<file path="src/rtl/uart_rx_fifo.sv">
// Oversampling UART receiver (configurable data/parity/stop) feeding a FWFT receive FIFO.
// Latency: word visible on DOUT two CLK cycles after the final stop-bit sample.
// Backpressure: none on RX; a good frame arriving while FULL (no pop) is dropped and flags OVERRUN.
// Optional: define UART_RX_BREAK_DETECT_EN to report an all-zero frame as a one-cycle BREAK pulse.
module uart_rx_fifo #(
  parameter int BAUD_DIV   = 163,
  parameter int OVERSAMPLE = 16,
  parameter int DATA_BITS  = 8,
  parameter int PARITY     = 0,
  parameter int STOP_BITS  = 1,
  parameter int FIFO_DEPTH = 16
) (
  input  logic                          CLK,
  input  logic                          RESET,
  input  logic                          RX,
  input  logic                          RD_EN,
  input  logic                          CLR_ERR,
  output logic [DATA_BITS-1:0]          DOUT,
  output logic                          EMPTY,
  output logic                          FULL,
  output logic [$clog2(FIFO_DEPTH):0]   COUNT,
  output logic                          PARITY_ERR,
  output logic                          FRAME_ERR,
  output logic                          OVERRUN,
  output logic                          BREAK,
  output logic [2:0]                    STATE
);

  localparam int TW = (BAUD_DIV > 1) ? $clog2(BAUD_DIV) : 1;
  localparam int SW = $clog2(OVERSAMPLE);
  localparam int AW = $clog2(FIFO_DEPTH);
  localparam int CW = AW + 1;

  localparam logic [TW-1:0] TICK_LAST = TW'(BAUD_DIV - 1);
  localparam logic [SW-1:0] SAMP_MID  = SW'(OVERSAMPLE / 2 - 1);
  localparam logic [SW-1:0] SAMP_LAST = SW'(OVERSAMPLE - 1);
  localparam logic [3:0]    DATA_LAST = 4'(DATA_BITS - 1);
  localparam logic [3:0]    STOP_LAST = 4'(STOP_BITS - 1);
  localparam logic [CW-1:0] DEPTH_C   = CW'(FIFO_DEPTH);

  typedef enum logic [2:0] {
    S_IDLE      = 3'd0,
    S_START     = 3'd1,
    S_DATA      = 3'd2,
    S_PARITY    = 3'd3,
    S_STOP      = 3'd4,
    S_WAIT_HIGH = 3'd5
  } state_e;

  state_e                 state_q, state_d;
  logic                   rx_meta_q, rx_sync_q;
  logic [TW-1:0]          tick_cnt_q, tick_cnt_d;
  logic [SW-1:0]          samp_cnt_q, samp_cnt_d;
  logic [3:0]             bit_cnt_q, bit_cnt_d;
  logic [DATA_BITS-1:0]   shreg_q, shreg_d;
  logic                   par_bad_q, par_bad_d;
  logic                   push_q, push_d;
  logic                   perr_q, perr_d, ferr_q, ferr_d, ovr_q, ovr_d;
  logic                   perr_set, ferr_set;
  logic                   tick, sample, exp_par;

  logic [DATA_BITS-1:0]   mem [FIFO_DEPTH];
  logic [AW-1:0]          wr_ptr_q, wr_ptr_d, rd_ptr_q, rd_ptr_d;
  logic [CW-1:0]          cnt_q, cnt_d;
  logic                   do_pop, do_push, ovr_set;

`ifdef UART_RX_BREAK_DETECT_EN
  logic                   par_bit_q, par_bit_d;
  logic                   brk_q, brk_d;
  logic                   brk_cond;
  // A break is a frame that is low from the start bit through the first stop bit.
  assign brk_cond = (shreg_q == '0) && ((PARITY == 0) || !par_bit_q) && (bit_cnt_q == '0);
`endif

  assign tick    = (tick_cnt_q == TICK_LAST);
  assign sample  = tick && (samp_cnt_q == SAMP_MID);
  // Parity bit value that makes the frame correct: even -> XOR of data, odd -> its inverse.
  assign exp_par = (PARITY == 1) ? ~(^shreg_q) : (^shreg_q);

  // Two-flop synchroniser; idles high so reset does not look like a start bit.
  always_ff @(posedge CLK or negedge RESET) begin
    if (!RESET) begin
      rx_meta_q <= 1'b1;
      rx_sync_q <= 1'b1;
    end else begin
      rx_meta_q <= RX;
      rx_sync_q <= rx_meta_q;
    end
  end

  // FSM state register.
  always_ff @(posedge CLK or negedge RESET) begin
    if (!RESET) state_q <= S_IDLE;
    else        state_q <= state_d;
  end

  // Next state, bit timing, shift register and error-set events.
  always_comb begin
    state_d    = state_q;
    tick_cnt_d = tick ? '0 : tick_cnt_q + 1'b1;
    samp_cnt_d = samp_cnt_q;
    if (tick) samp_cnt_d = (samp_cnt_q == SAMP_LAST) ? '0 : samp_cnt_q + 1'b1;
    bit_cnt_d  = bit_cnt_q;
    shreg_d    = shreg_q;
    par_bad_d  = par_bad_q;
    push_d     = 1'b0;
    perr_set   = 1'b0;
    ferr_set   = 1'b0;
`ifdef UART_RX_BREAK_DETECT_EN
    par_bit_d  = par_bit_q;
    brk_d      = 1'b0;
`endif
    case (state_q)
      S_IDLE: begin
        if (!rx_sync_q) begin
          state_d    = S_START;
          tick_cnt_d = '0;
          samp_cnt_d = '0;
          bit_cnt_d  = '0;
          par_bad_d  = 1'b0;
`ifdef UART_RX_BREAK_DETECT_EN
          par_bit_d  = 1'b0;
`endif
        end
      end
      S_START: begin
        if (sample) state_d = rx_sync_q ? S_IDLE : S_DATA;
      end
      S_DATA: begin
        if (sample) begin
          shreg_d = {rx_sync_q, shreg_q[DATA_BITS-1:1]};
          if (bit_cnt_q == DATA_LAST) begin
            bit_cnt_d = '0;
            state_d   = (PARITY != 0) ? S_PARITY : S_STOP;
          end else begin
            bit_cnt_d = bit_cnt_q + 1'b1;
          end
        end
      end
      S_PARITY: begin
        if (sample) begin
`ifdef UART_RX_BREAK_DETECT_EN
          par_bit_d = rx_sync_q;
`endif
          if (rx_sync_q != exp_par) begin
            par_bad_d = 1'b1;
            perr_set  = 1'b1;
          end
          state_d = S_STOP;
        end
      end
      S_STOP: begin
        if (sample) begin
          if (!rx_sync_q) begin
`ifdef UART_RX_BREAK_DETECT_EN
            if (brk_cond) brk_d = 1'b1;
            else          ferr_set = 1'b1;
`else
            ferr_set = 1'b1;
`endif
            state_d = S_WAIT_HIGH;
          end else if (bit_cnt_q == STOP_LAST) begin
            push_d  = !par_bad_q;
            state_d = S_IDLE;
          end else begin
            bit_cnt_d = bit_cnt_q + 1'b1;
          end
        end
      end
      S_WAIT_HIGH: begin
        if (rx_sync_q) state_d = S_IDLE;
      end
      default: state_d = S_IDLE;
    endcase
  end

  // Receiver datapath registers.
  always_ff @(posedge CLK or negedge RESET) begin
    if (!RESET) begin
      tick_cnt_q <= '0;
      samp_cnt_q <= '0;
      bit_cnt_q  <= '0;
      shreg_q    <= '0;
      par_bad_q  <= 1'b0;
      push_q     <= 1'b0;
    end else begin
      tick_cnt_q <= tick_cnt_d;
      samp_cnt_q <= samp_cnt_d;
      bit_cnt_q  <= bit_cnt_d;
      shreg_q    <= shreg_d;
      par_bad_q  <= par_bad_d;
      push_q     <= push_d;
    end
  end

`ifdef UART_RX_BREAK_DETECT_EN
  // Break pulse and captured parity sample.
  always_ff @(posedge CLK or negedge RESET) begin
    if (!RESET) begin
      par_bit_q <= 1'b0;
      brk_q     <= 1'b0;
    end else begin
      par_bit_q <= par_bit_d;
      brk_q     <= brk_d;
    end
  end
  assign BREAK = brk_q;
`else
  assign BREAK = 1'b0;
`endif

  // FIFO control: a pop frees a slot for a same-cycle push even when full.
  always_comb begin
    do_pop   = RD_EN && (cnt_q != '0);
    do_push  = push_q && ((cnt_q != DEPTH_C) || do_pop);
    ovr_set  = push_q && (cnt_q == DEPTH_C) && !do_pop;
    wr_ptr_d = do_push ? wr_ptr_q + 1'b1 : wr_ptr_q;
    rd_ptr_d = do_pop  ? rd_ptr_q + 1'b1 : rd_ptr_q;
    cnt_d    = cnt_q;
    if (do_push && !do_pop)      cnt_d = cnt_q + 1'b1;
    else if (!do_push && do_pop) cnt_d = cnt_q - 1'b1;
    // Sticky flags: a set in the same cycle as CLR_ERR keeps the flag high.
    perr_d   = perr_set || (perr_q && !CLR_ERR);
    ferr_d   = ferr_set || (ferr_q && !CLR_ERR);
    ovr_d    = ovr_set  || (ovr_q  && !CLR_ERR);
  end

  // FIFO pointers, occupancy and error flags.
  always_ff @(posedge CLK or negedge RESET) begin
    if (!RESET) begin
      wr_ptr_q <= '0;
      rd_ptr_q <= '0;
      cnt_q    <= '0;
      perr_q   <= 1'b0;
      ferr_q   <= 1'b0;
      ovr_q    <= 1'b0;
    end else begin
      wr_ptr_q <= wr_ptr_d;
      rd_ptr_q <= rd_ptr_d;
      cnt_q    <= cnt_d;
      perr_q   <= perr_d;
      ferr_q   <= ferr_d;
      ovr_q    <= ovr_d;
    end
  end

  // Storage array; the shift register still holds the frame on the push cycle.
  always_ff @(posedge CLK) begin
    if (do_push) mem[wr_ptr_q] <= shreg_q;
  end

  assign DOUT       = (cnt_q != '0) ? mem[rd_ptr_q] : '0;
  assign EMPTY      = (cnt_q == '0);
  assign FULL       = (cnt_q == DEPTH_C);
  assign COUNT      = cnt_q;
  assign PARITY_ERR = perr_q;
  assign FRAME_ERR  = ferr_q;
  assign OVERRUN    = ovr_q;
  assign STATE      = state_q;

endmodule
</file>
<file path="config.mk">
export PLATFORM = sky130hd
export DESIGN_NAME = uart_rx_fifo
export DESIGN_NICKNAME = d
export VERILOG_FILES = /design/src/rtl/uart_rx_fifo.sv
export SDC_FILE = /design/constraint.sdc
export NUM_CORES = 1
export LEC_CHECK = 0
export ABC_AREA = 1
export BUFFER_PORTS_ARGS = -buffer_cell sky130_fd_sc_hd__buf_2
export CORE_ASPECT_RATIO = 2
export CORE_MARGIN = 8
export CORE_UTILIZATION = 24
export DETAILED_ROUTE_END_ITERATION = 10
export PLACE_DENSITY = 0.43
export SYNTH_ARGS = -nofsm -noshare
export SYNTH_HDL_FRONTEND = slang
export SYNTH_SLANG_ARGS = --single-unit
</file>
<file path="constraint.sdc">
create_clock -name CLK -period 2.4 [get_ports CLK]
set_input_delay 0.24 -clock CLK [delete_from_list [all_inputs] [get_ports CLK]]
set_output_delay 0.24 -clock CLK [all_outputs]
set_load 0.01 [all_outputs]
</file>
Yosys cells after proc, flatten, opt, wreduce, memory -nomap -nowiden
Memory sizes are Yosys's and may differ from the RTL's.
Cells that the tools add are included.
Cells by class
  $add $sub $neg: 7
  equality and inequality tests: 23
  muxes and demuxes: 44
  reduce and logical (&&, ||, !) cells: 30
Operator list (count)
  4-bit two-way mux: 10
  8-bit two-way mux: 4
  3-bit two-way mux: 9
  2-bit != test, second input constant: 10
  3-bit one-hot mux with 6 select lines: 1
  4-bit by 1-bit adder with 4-bit output, second input constant: 4
  1-bit two-way mux: 15
  4-bit one-hot mux with 3 select lines: 1
  1-bit logical AND: 10
  5-bit two-way mux: 2
  8-bit by 1-bit adder with 8-bit output, second input constant: 1
  4-bit by 3-bit equality test with 1-bit output, second input constant: 2
  8-bit equality test, second input constant: 1
  8-bit AND reduction: 1
  8-bit XOR reduction: 1
  3-bit by 2-bit equality test with 1-bit output, second input constant: 2
  3-bit equality test, second input constant: 2
  6-bit AND reduction: 1
  5-bit by 1-bit adder with 5-bit output, second input constant: 1
  5-bit equality test, second input constant: 1
  5-bit logical NOT: 1
  5-bit != test, second input constant: 1
  5-bit nonzero test: 1
  5-bit by 1-bit subtractor with 5-bit output, second input constant: 1
  other kinds (14): 21
Word-level totals
  register bits: 47
  memory bits (writable): 128
  output and inout bits: 22
  memories: 1
Memory list
  mem: words 16, bits a word 8, rd ports 1, clocked after Yosys merged registers in 0, wr ports 1, RTL line 62  | logic [DATA_BITS-1:0] mem [FIFO_DEPTH];

Longest topological paths before layout
  word-level depth: 8
  gate-level depth with buffers: 15
  gate-level depth less buffers: 15

Least setup slack after synthesis
No wires, ideal clock.
  path type: register to register
  from: reg cnt_q[2], in the netlist COUNT[2]
  to: reg cnt_q[4], in the netlist COUNT[4]
  arrival time: 2364 ps
  data required time: 2279 ps
  setup slack: -86 ps
  cell stages (with the launch flop): 16
  path buffers: 0
  period minus slack after synthesis: 2486 ps
  cell sequence: dfrtp_1 > nor2_1 > nand3_1 > nor2_1 > nand2_1 > nand2_1 > inv_2 > ha_1 > inv_1 > ha_1 > a21oi_1 > o21ai_0 > a21oi_1 > o21ai_1 > nand2_1 > nand2_1
Between the ends
  cells in the longest elaborated chain, start to end: 7
RTL lines
  from (decl): RTL line 64  | logic [CW-1:0] cnt_q, cnt_d;
  from (signal assigned): RTL line 240  | cnt_q <= cnt_d;
  5-bit nonzero test: RTL line 214  | do_pop = RD_EN && (cnt_q != '0);
  1-bit logical AND: RTL line 214
  1-bit logical OR *: RTL line 215  | do_push = push_q && ((cnt_q != DEPTH_C) || do_pop);
  1-bit logical AND *: RTL line 215
  named net do_push: RTL line 65  | logic do_pop, do_push, ovr_set;
  1-bit logical NOT: RTL line 221  | else if (!do_push && do_pop) cnt_d = cnt_q - 1'b1;
  1-bit logical AND: RTL line 221
  2-bit nonzero test (no line)
Mark *: on every way through the listed nets, which the timed path passes. The rest lies on a longest branch. The select of a mux whose other input is x is not followed.
A chain may end at the register's enable or synchronous reset.

Final worst setup path
  from: reg rd_ptr_q[0]
  to: out DOUT[1]
Between the ends
  cells in the longest elaborated chain, start to end: 2
RTL lines
  from (decl): RTL line 63  | logic [AW-1:0] wr_ptr_q, wr_ptr_d, rd_ptr_q, rd_ptr_d;
  from (signal assigned): RTL line 239  | rd_ptr_q <= rd_ptr_d;
  memory 16 x 8 bit
  8-bit two-way mux: RTL line 252  | assign DOUT = (cnt_q != '0) ? mem[rd_ptr_q] : '0;
  to (decl): RTL line 18  | output logic [DATA_BITS-1:0] DOUT,
No other way between the ends.

==> flow_summary.json <==
{
  "status": "complete, no violations",
  "vias": 5315,
  "synth_edf_count": 128,
  "antenna_cells": 0,
  "crit_path_end_kind": "output pin",
  "synth.distinct_cells": 40,
  "drt_pre_antenna_iters": 5,
  "async_reset_ff_share_pct": 26.86,
  "synth_top_area_cell": "edfxtp_1",
  "cts_made_buffers": 17,
  "grt_overflow": 0,
  "fp.dieW_um": 143.9,
  "min_path_type": "primary input to register",
  "critPathMaxFanout": 17,
  "areaGrowthSynthToFinish_pct": 19.15,
  "drtIter0Drc": 231,
  "synth_top_area_share_pct": 48.97,
  "viasPerCell": 4.252,
  "nets": 831,
  "clock_latency_ns": 0.44,
  "setup_viol": 0,
  "synth-seq-cells": 175,
  "die_y_um": 271.7,
  "clock-sinks": 175,
  "p_per_area_nw_per_um2": 651.9,
  "slew_headroom_pct": 41.28,
  "timing.fmax_mhz": 439.0,
  "coreArea_um2": 32230,
  "synth_ff_type": "edfxtp_1",
  "die_area_um2": 39100,
  "grt_pass1_vias": 5416,
  "crit_arrival_ns": 2.04,
  "ant_nets": 0,
  "slew_viol_final": 0,
  "p_leak_nw": 3.875,
  "gp_congestion": 0.8000,
  "fin_skew_ns": 0.009970,
  "ios": 27,
  "htree_levels": 4,
  "setup_slack_ns": 0.1221,
  "clk_pin_slew_ns": 0.08,
  "root_buffer": "clkbuf_16",
  "fillers": 3356,
  "startpoint_type": "register",
  "seq_area_frac_synth_pct": 63.99,
  "clk_path_buf_depth": 2,
  "grt_max_degree": 38,
  "irDropWorstVdd_mv": 0.3234,
  "synth.avg_cell_area_um2": 10.33,
  "synth_area_um2": 7849,
  "hold_violations": 0,
  "pre_cts_ws_ns": 0.03921,
  "start_util_pct": 24.35,
  "worstPathRequired_ns": 2.16,
  "drive_gt1_share_pct": 17.25,
  "port_buffers": 25,
  "globalRouteTotalUtil_pct": 10.89,
  "fin_crit_sh_pct": 94.91,
  "synthCells": 760,
  "criticalPathCategory": "register to output pin",
  "syn-num-nets": 781,
  "totalWireLength_mm": 20.69,
  "worst_pin_slew_ns": 0.8808,
  "ys_top_cells_by_area": "edfxtp_1 49%, dfrtp_1 14%, nand2_1 12%, nand3_1 7.7%, ha_1 2.4%",
  "dp_hpwl_mm": 14.30,
  "drv_cap": 0,
  "drc": 0,
  "antenna_found_initial": 0,
  "num_rows": 93,
  "wl_per_cell_um": 16.55,
  "tritoncts": "yes",
  "rsz0062_at_grt": "no",
  "period_minus_slack_ns": 2.278,
  "ys_warn_count": 0,
  "finalSetupTns_ns": 0,
  "grt_pass1_wl_mm": 31.15
}
[cell families (layout without fill, tap and decap cells)]
| kind of cell | after synthesis | in the layout | synth area share (%) |
|---|---|---|---|
| AND/OR/NAND/NOR | 430 | 430 | 24.22 |
| flip-flops | 175 | 175 | 63.99 |
| buffers and inverters | 78 | 141 | 4.288 |
| AO/OA/AOI/OAI | 48 | 48 | 3.444 |
| adder cells (fa/ha/maj) | 16 | 16 | 2.646 |
| XOR/XNOR | 11 | 11 | 1.228 |
| other | 1 | 1 | 0.04778 |
| multiplexers | 1 | 1 | 0.1435 |
[repair_timing]
action	in CTS	in global routing
endpoints found under the setup margin	0	7
hold buffers	2	0
setup buffers	0	2
hold endpoints to repair	31	0
resized for setup	0	13
[synth_stat cells, types with 3 or more instances]
cell	count
o21ai_0	18
nand3_1	120
ha_1	15
a21oi_1	18
nor2_2	5
inv_2	8
dfrtp_1	45
nand2_1	241
nor3b_2	4
edfxtp_1	128
clkbuf_1	5
nand4_1	3
clkinv_1	3
nand2_2	10
nor3_1	3
inv_1	37
buf_2	20
nor2_1	36
xor2_1	9
o21ai_1	5
[metal layers]
layer | share of wire [%] | track usage, % | vias to the layer above
li1 | - | - | 2660
met1 | 35 | 10.33 | 2535
met2 | 58 | 21.31 | 84
met3 | 2.4 | 1.917 | 36
met4 | 4.2 | 5.594 | 0
met5 | 0 | 0 | -
[critical path: stages (launching register included)]
cell	delay, ns
dfrtp_2	0.47
inv_6	0.12
buf_12	0.17
nand2_1	0.06
nand3_1	0.10
nand3_1	0.18
nand2_1	0.12
nand2_1	0.06
a21oi_2	0.16
buf_2	0.16
[path summary, 6_finish.rpt]
| check | startpoint | end | cells after the start | slack, ns |
|---|---|---|---|---|
| min | CLR_ERR | PARITY_ERR | 4 | 0.08 |
| min reg2reg | rx_meta_q | rx_sync_q | 0 | 0.36 |
| min in group asynchronous | RESET | bit_cnt_q[1] | 2 | 0.44 |
| max reg2reg | COUNT[2] | COUNT[3] | 14 | 0.21 |
| max in group asynchronous | RESET | COUNT[1] | 3 | 1.29 |
| max | rd_ptr_q[0] | DOUT[1] | 9 | 0.12 |
[per-stage QoR]
step / instance area [µm²] / power (mW) / cells / hold slack [ns] / utilization [%]
2_1_floorplan: 7851 / 3.287 / 760 / -0.05559 / -
3_3_place_gp: 8618 / 3.313 / 1212 / 0.3464 / 26.74
3_5_place_dp: 8618 / 3.313 / 1212 / 0.3475 / 26.74
4_1_cts: 9256 / 6.164 / 1246 / 0.08782 / 28.72
5_1_grt: 9351 / 6.281 / 1250 / 0.1034 / 29.01
6_report: 9351 / 6.097 / 1250 / 0.08416 / 29.01
[sequential cells by signal, indices dropped and copies added, names as in the netlist, 4 cells and up]
signal,flops
samp_cnt_q,4
bit_cnt_q,4
mem,128
rd_ptr_q,4
tick_cnt_q,8
wr_ptr_q,4
COUNT,5
shreg_q,8
[report_power, final]
group / internal [mW] / switching (mW) / total, mW
Combinational: 0.00808 / 0.0237 / 0.0318
Sequential: 3.21 / 0.00267 / 3.21
Clock: 1.50 / 1.35 / 2.85
Total: 4.72 / 1.37 / 6.10
[layout by cell type, fill, tap and decap left out, types with 4 or more instances in the layout]
cell       instances
a21oi_1           15
buf_2             25
buf_4             29
clkbuf_16         19
clkinv_8           5
dfrtp_1           43
edfxtp_1         128
ha_1              14
inv_1             33
inv_2             11
inv_6              5
nand2_1          240
nand2_2           11
nand3_1          119
nor2_1            34
nor2_2             7
nor3b_2            4
o21ai_0           17
o21ai_1            6
xor2_1             9
[area by class of cell]
type	count	area, µm²	share of cell area, %
Clock inverter	15	192.7	2.060
Timing Repair Buffer	61	473.0	5.058
Inverter	48	185.2	1.980
Tap cell	427	534.3	5.713
Multi-Input combinational cell	507	2516	26.91
Sequential cell	175	5025	53.73
Clock buffer	17	425.4	4.549
No activity file was read; power rests on OpenSTA's default activity.
